$ cat config.mk
export PLATFORM = sky130hd
export DESIGN_NAME = fp16_mac_sequencer
export DESIGN_NICKNAME = d
export VERILOG_FILES = /design/src/rtl/fp16_pkg.sv /design/src/rtl/fp16_mac_sequencer.sv
export SDC_FILE = /design/constraint.sdc
export NUM_CORES = 1
export LEC_CHECK = 0
export ABC_AREA = 0
export CAP_MARGIN = 20
export CORE_UTILIZATION = 40
export DETAILED_ROUTE_END_ITERATION = 7
export PLACE_DENSITY_LB_ADDON = 0.25
export SLEW_MARGIN = 20
export SYNTH_ARGS = -nofsm -noshare
export SYNTH_HDL_FRONTEND = slang
export SYNTH_SLANG_ARGS = --single-unit
export TNS_END_PERCENT = 30
$ cat constraint.sdc
create_clock -name CLK -period 2.2 [get_ports CLK]
set_input_delay 0.66 -clock CLK [delete_from_list [all_inputs] [get_ports CLK]]
set_output_delay 0.66 -clock CLK [all_outputs]
set_load 0.005 [all_outputs]
$ cat src/rtl/fp16_pkg.sv
// Shared fp16 constants and the state encoding of the MAC operand sequencer.
package fp16_pkg;

  localparam logic [15:0] FP16_ZERO = 16'h0000;
  localparam logic [15:0] FP16_ONE  = 16'h3C00;

  typedef enum logic [2:0] {
    ST_IDLE  = 3'd0,
    ST_CLEAR = 3'd1,
    ST_FEED  = 3'd2,
    ST_DRAIN = 3'd3,
    ST_HOLD  = 3'd4
  } seq_state_t;

endpackage

$ cat src/rtl/fp16_mac_sequencer.sv
// Feeds a vector of fp16 operand pairs into the MAC, waits out its pipeline latency
// and presents the accumulated dot product on a valid/ready result port.
module fp16_mac_sequencer
  import fp16_pkg::*;
#(
  parameter int LEN_W   = 8,
  parameter int MAC_LAT = 3,
  parameter int CLR_CYC = 2
) (
  input  logic             CLK,
  input  logic             RESETn,
  input  logic             start,
  input  logic [LEN_W-1:0] vec_len,
  input  logic             in_valid,
  output logic             in_ready,
  input  logic [15:0]      in_a,
  input  logic [15:0]      in_b,
  output logic [15:0]      mac_a,
  output logic [15:0]      mac_b,
  output logic             mac_clr_n,
  input  logic [15:0]      mac_acc,
  output logic             out_valid,
  input  logic             out_ready,
  output logic [15:0]      out_data,
  output logic             busy
);

  localparam int SUB_MAX = (MAC_LAT > CLR_CYC) ? MAC_LAT : CLR_CYC;
  localparam int SUB_W   = (SUB_MAX > 1) ? $clog2(SUB_MAX) : 1;

  seq_state_t       state_q, state_d;
  logic [LEN_W-1:0] len_q, len_d;
  logic [LEN_W-1:0] cnt_q, cnt_d;
  logic [SUB_W-1:0] sub_q, sub_d;
  logic [15:0]      a_q, a_d, b_q, b_d;
  logic             clr_n_q, clr_n_d;
  logic             ov_q, ov_d;
  logic [15:0]      od_q, od_d;

  always_ff @(posedge CLK or negedge RESETn) begin
    if (!RESETn) begin
      state_q <= ST_IDLE;
      len_q   <= '0;
      cnt_q   <= '0;
      sub_q   <= '0;
      a_q     <= FP16_ZERO;
      b_q     <= FP16_ZERO;
      clr_n_q <= 1'b1;
      ov_q    <= 1'b0;
      od_q    <= FP16_ZERO;
    end else begin
      state_q <= state_d;
      len_q   <= len_d;
      cnt_q   <= cnt_d;
      sub_q   <= sub_d;
      a_q     <= a_d;
      b_q     <= b_d;
      clr_n_q <= clr_n_d;
      ov_q    <= ov_d;
      od_q    <= od_d;
    end
  end

  // Operands default to zero every cycle, so any non-beat cycle issues a 0*0 bubble.
  always_comb begin
    state_d = state_q;
    len_d   = len_q;
    cnt_d   = cnt_q;
    sub_d   = sub_q;
    a_d     = FP16_ZERO;
    b_d     = FP16_ZERO;
    clr_n_d = 1'b1;
    ov_d    = ov_q;
    od_d    = od_q;
    unique case (state_q)
      ST_IDLE: begin
        if (start) begin
          if (vec_len != '0) begin
            len_d   = vec_len;
            cnt_d   = '0;
            sub_d   = '0;
            clr_n_d = 1'b0;
            state_d = ST_CLEAR;
          end else begin
            od_d    = FP16_ZERO;
            ov_d    = 1'b1;
            state_d = ST_HOLD;
          end
        end
      end
      ST_CLEAR: begin
        if (sub_q == SUB_W'(CLR_CYC - 1)) begin
          sub_d   = '0;
          state_d = ST_FEED;
        end else begin
          sub_d   = sub_q + 1'b1;
          clr_n_d = 1'b0;
        end
      end
      ST_FEED: begin
        if (in_valid) begin
          a_d = in_a;
          b_d = in_b;
          if (cnt_q == len_q - LEN_W'(1)) begin
            sub_d   = '0;
            state_d = ST_DRAIN;
          end else begin
            cnt_d = cnt_q + 1'b1;
          end
        end
      end
      ST_DRAIN: begin
        if (sub_q == SUB_W'(MAC_LAT - 1)) begin
          sub_d   = '0;
          od_d    = mac_acc;
          ov_d    = 1'b1;
          state_d = ST_HOLD;
        end else begin
          sub_d = sub_q + 1'b1;
        end
      end
      ST_HOLD: begin
        if (out_ready) begin
          ov_d    = 1'b0;
          state_d = ST_IDLE;
        end
      end
      default: state_d = ST_IDLE;
    endcase
  end

  assign in_ready  = (state_q == ST_FEED);
  assign busy      = (state_q != ST_IDLE);
  assign mac_a     = a_q;
  assign mac_b     = b_q;
  assign mac_clr_n = clr_n_q;
  assign out_valid = ov_q;
  assign out_data  = od_q;

endmodule

# ---- After elaboration in Yosys (flattened, before gate mapping)
# Cells that the tools add are included.
dict set report totals {
  regBits 71
  output_inout_bits 52
  elab_cells 78
}
dict set report op_classes {
  n_addsub 3
  eq_ne 16
  muxes 37
  reduce_logical 13
}
# operator n
set op_table {}
lappend op_table {{two-way mux 16 bit} 7}
lappend op_table {{two-way mux 8 bit} 4}
lappend op_table {{case mux 16 bit (2 select lines)} 1}
lappend op_table {{two-way mux 3 bit} 7}
lappend op_table {{inequality test 2 bit, second input constant} 8}
lappend op_table {{case mux 8 bit (2 select lines)} 1}
lappend op_table {{case mux 3 bit (5 select lines)} 1}
lappend op_table {{AND reduction 5 bit} 3}
lappend op_table {{two-way mux 2 bit} 6}
lappend op_table {{adder 8 x 1 -> 8 bit, second input constant} 1}
lappend op_table {{== test 8 bit} 1}
lappend op_table {{case mux 2 bit (4 select lines)} 1}
lappend op_table {{nonzero test 8 bit} 1}
lappend op_table {{subtractor 8 x 1 -> 8 bit, second input constant} 1}
lappend op_table {{two-way mux 1 bit} 7}
lappend op_table {{== test 3 x 2 -> 1 bit, second input constant} 2}
lappend op_table {{AND reduction 6 bit} 1}
lappend op_table {{nonzero test 3 bit} 2}
lappend op_table {{AND reduction 4 bit} 1}
lappend op_table {{nonzero test 2 bit} 2}
lappend op_table {{nonzero test 4 bit} 1}
lappend op_table {{== test 3 x 1 -> 1 bit, second input constant} 1}
lappend op_table {{== test 3 bit, second input constant} 1}
lappend op_table {{logical NOT 3 bit} 1}
lappend op_table {{7 further kinds} 7}

# ---- Longest topological paths before layout
dict set report depth {
  ltp_word 5
  depth_mapped 9
  mapped_depth_nobuf 8
}

# ---- Least setup slack after synthesis
# OpenSTA, ideal clock, no wires.
dict set report synth_path {
  path_type {input -> register}
  start {in vec_len[1]}
  end {reg od_q[10], in the netlist out_data[10]}
  setup_ns 0.121
  arrival_time_ns 2.192
  required_time_ns 2.079
  slack_ns -0.113
  stages 8
  cell_sequence {nor4_1 nand2_1 nor3_1 a21oi_1 or3_1 buf_2 buf_2 a22o_1}
}
dict set report synth_between {
  elab_chain_cells 3
}
# item line
set synth_lines {}
lappend synth_lines {{start: declaration} fp16_mac_sequencer.sv:13} ;# input logic [LEN_W-1:0] vec_len,
lappend synth_lines {{nonzero test 8 bit} fp16_mac_sequencer.sv:78} ;# if (vec_len != '0) begin
lappend synth_lines {{inequality test 2 bit (no line)} n/a}
lappend synth_lines {{AND reduction 4 bit (no line)} n/a}
lappend synth_lines {{end signal: assignment} fp16_mac_sequencer.sv:50} ;# od_q <= FP16_ZERO;
lappend synth_lines {{end signal: assignment} fp16_mac_sequencer.sv:60} ;# od_q <= od_d;
lappend synth_lines {{end: declaration} fp16_mac_sequencer.sv:38} ;# logic [15:0] od_q, od_d;
# No other way between the ends.
# A chain may end at the register's enable or synchronous reset.

# ---- Final worst setup path
dict set report layout_path {
  start {reg len_q[1]}
  end {reg sub_q[0]}
}
dict set report layout_between {
  elab_chain_cells 4
}
# item line
set layout_lines {}
lappend layout_lines {{start: declaration} fp16_mac_sequencer.sv:32} ;# logic [LEN_W-1:0] len_q, len_d;
lappend layout_lines {{start signal: assignment} fp16_mac_sequencer.sv:53} ;# len_q <= len_d;
lappend layout_lines {{subtractor 8 x 1 -> 8 bit} fp16_mac_sequencer.sv:104} ;# if (cnt_q == len_q - LEN_W'(1)) begin
lappend layout_lines {{== test 8 bit} fp16_mac_sequencer.sv:104}
lappend layout_lines {{inequality test 2 x 1 -> 1 bit (no line)} n/a}
lappend layout_lines {{AND reduction 5 bit (no line)} n/a}
lappend layout_lines {{end signal: assignment} fp16_mac_sequencer.sv:55} ;# sub_q <= sub_d;
lappend layout_lines {{end: declaration} fp16_mac_sequencer.sv:34} ;# logic [SUB_W-1:0] sub_q, sub_d;
# No other way between the ends.

==> results.yml <==
grt:
  grt_max_degree: 36
  grt_pass1_wl_um: 11630
  grt_usage_pct: 19.88
  grt_antenna_before_repair: 0
  grt_pass1_vias: 2455
  grt-ovfl-total: 0
floorplanning:
  die_x_um: 88.74
  die-height_um: 88.74
  core_area_mm2: 0.007253
  start_util_pct: 41.49
  dieArea_mm2: 0.007874
  rows: 31
  pin_count: 113
timing:
  finalHoldViolations: 0
  fmax_ghz: 0.4532
  setup_slack_ps: -6.760
  rsz0062_at_grt: "true"
  fin_crit_ps: 2207
  fin_crit_sh_pct: 100.3
  worst_slew_pin_slew_ps: 471.1
  maxSlewHeadroom_pct: 68.59
  final-max-slew-violation-count: 0
  setup_viol: 2
  skew_ps: 8.357
placement:
  gp_congestion: 0.7475
  port_buffers: 112
  placed_cell_area_mm2: 0.004422
  dp.cells: 488
  place.detailed.hpwl_um: 5170
  pre_cts_ws_ps: -498.0
routing:
  wl_um: 7295
  drt-initial-drc-count: 91
  wl_per_cell_um: 14.33
  ant_nets: 0
  vias: 2546
  detail_route.drc_violations: 0
  avgViaCountPerCell: 5.002
  dr.pass1.iters: 4
min_path:
  hp-class: "input pin to asynchronous set/reset pin"
final_layout:
  seq_area_mm2: 0.001779
  syn2layout_area_growth_pct: 59.25
  design_area_mm2: 0.004792
  num_antenna_cells: 0
  multiInputGateArea_mm2: 0.001287
  drive_above_1_share_pct: 19.02
  fin_nets: 469
  layout.cells.non_filler: 509
  n_fill_cell: 576
  final_util_pct: 66.07
clocking:
  clock_sinks: 71
  cts_buffer_depth: 2
  numCtsBuffers: 9
  worstSkewPairLatency_ps: 340
  root_buffer: "clkbuf_8"
  cts_htree_levels: 3
  hold_buffers: 0
  cts_tree: "built"
  clkTransAtPathRegs_ps: 70
synthesis:
  yosys.area.top_type_share_pct: 58.21
  synth_fa_ha_area_share_pct: 0.8316
  syn-instance-count: 266
  synth_top_family_by_area: "simple AND/OR/NAND/NOR gates"
  synth_area_leaders: "dfrtp_1, and2_1, a22o_1, a21oi_1, mux2_2"
  synth-edff-count: 0
  syn_nets: 329
  avgSynthCellArea_um2: 11.31
  yosysWarnings: 0
  yosysSeqAreaShare_pct: 59.09
  synth_cell_type_count: 39
  synth-xor-area-share_pct: 3.493
  yosysTopAreaCell: "dfrtp_1"
  synthTopCellsByCount: "dfrtp_1, and2_1, a21oi_1, nand2_1, a22o_1"
  synth_compound_area_share_pct: 13.14
  synth-simple-area-share_pct: 18.13
  syn_area_mm2: 0.003009
  synth.area.mux_share_pct: 2.952
  ys_ff_latch: 71
  yosysMostFrequentCell: "dfrtp_1"
  synth_flop_cell: "dfrtp_1"
  synth-async-reset-ratio_pct: 100.0
critical_path:
  cp-end-kind: "flip-flop"
  critPathMaxFanout: 4
  rr_worst_depth: 6
  required_ps: 2410
  r2r-start: "len_q[1]$_DFFE_PN0P_"
  r2r-end: "sub_q[0]$_DFFE_PN0P_"
  path_cells: "or4_4 -> nor2_4 -> xnor2_1 -> a311o_2 -> o41ai_4 -> o21ai_1"
  criticalPathCategory: "flip-flop to flip-flop"
  rrSetupSlack_ps: -7
  crit_slowest_cell: "or4_4"
  cp-start-kind: "flip-flop"
  cp_data_arrival_time_ps: 2420
  slowest_delay_ps: 550
run:
  drv_cap: 0
power_and_ir_drop:
  worst_ir_drop_vdd_uv: 547.9
  finalPower_mw: 5.290
  p_leak_nw: 2.079
  power_density_mw_per_mm2: 1104
outcome:
  status: "complete, but fails checks"
  violations: "negative setup slack"
## cell families after synthesis
logic type | count (synthesis)
buffers and inverters | 18
AND/OR/NAND/NOR | 99
XOR/XNOR | 12
flip-flops | 71
adder cells (fa/ha/maj) | 2
AO/OA/AOI/OAI | 56
multiplexers | 8
## cell type report
class | count | share of cell area (%)
Sequential cell | 71 | 37.13
Timing Repair Buffer | 142 | 28.43
Clock buffer | 10 | 2.872
Multi-Input combinational cell | 177 | 26.87
Clock inverter | 5 | 1.723
Tap cell | 99 | 2.585
Inverter | 5 | 0.3916
## state kept, by name, indices dropped and copies added, names as in the netlist
signal,flops
mac_b,16
mac_clr_n,1
len_q,8
out_valid,1
cnt_q,8
out_data,16
sub_q,2
state_q,3
mac_a,16
## power by group
part / switching, mW / internal [mW]
clock network: 0.482 / 0.663
registers: 0.300 / 1.69
logic: 0.860 / 1.29
total: 1.64 / 3.65
## worst max path at each step
stage                                 startpoint                       end  slack [ps]
after detailed placement              vec_len[1]  out_data[11]$_DFFE_PN0P_        -500
final                       len_q[1]$_DFFE_PN0P_      sub_q[0]$_DFFE_PN0P_          -7
after global placement                vec_len[1]   out_data[2]$_DFFE_PN0P_        -450
after CTS                 state_q[2]$_DFFE_PN0P_                  in_ready          -2
after global routing        len_q[0]$_DFFE_PN0P_      sub_q[1]$_DFFE_PN0P_        -100
after floorplan                       vec_len[1]  out_data[10]$_DFFE_PN0P_          10
## stage by stage
stage | setup TNS (ps) | hold slack [ps]
after detailed placement | -13450 | 495.7
after CTS | -1.819 | 280.8
final | -7.460 | 267.6
after global placement | -11990 | 489.1
after global routing | -179.0 | 300.0
after floorplan | 0 | 364.4
## cell usage in the layout, fill, tap and decap left out, types with 2 or more instances in the layout
cell / netlist / final
clkdlybuf4s50_1: 0 / 101
dfrtp_1: 70 / 69
and2_1: 35 / 34
buf_4: 0 / 28
a21oi_1: 17 / 16
nand2_1: 17 / 16
a22o_1: 16 / 16
clkbuf_8: 0 / 10
nor2_1: 11 / 9
o21ai_0: 8 / 8
or3_1: 7 / 7
mux2_2: 7 / 7
dlygate4sd2_1: 0 / 7
xnor2_1: 8 / 6
nand4_1: 5 / 5
xor2_1: 4 / 4
nand3_1: 4 / 4
and3_1: 3 / 3
nand2b_1: 3 / 3
inv_1: 5 / 3
nor3b_1: 4 / 3
clkinvlp_4: 0 / 3
dlymetal6s2s_1: 0 / 3
inv_2: 0 / 2
nor2_4: 0 / 2
nor4_4: 0 / 2
nor3_1: 4 / 2
xnor2_2: 0 / 2
o21ai_1: 2 / 2
o21bai_1: 2 / 2
bufinv_16: 0 / 2
buf_6: 0 / 2
## timing repair
item                                    in CTS  in global routing
resized for setup                           13                 22
pin swaps                                    3                 13
endpoints found under the setup margin      21                 29
buffers inserted                             1                  4
## critical path, delay by kind of cell (launching register included)
family | cells | cell delay [ps]
simple gates | 2 | 650
compound gates | 3 | 920
flops | 1 | 430
xor+xnor | 1 | 90
## per-layer routing
metal / up-vias / share of wire (%) / global-route usage (%)
li1: 1209 / - / -
met1: 1228 / 41 / 24.85
met2: 96 / 48 / 30.42
met3: 13 / 8.7 / 8.582
met4: 0 / 2.0 / 7.918
met5: - / 0 / 0
Note: power is estimated with default switching activity, not from simulation.
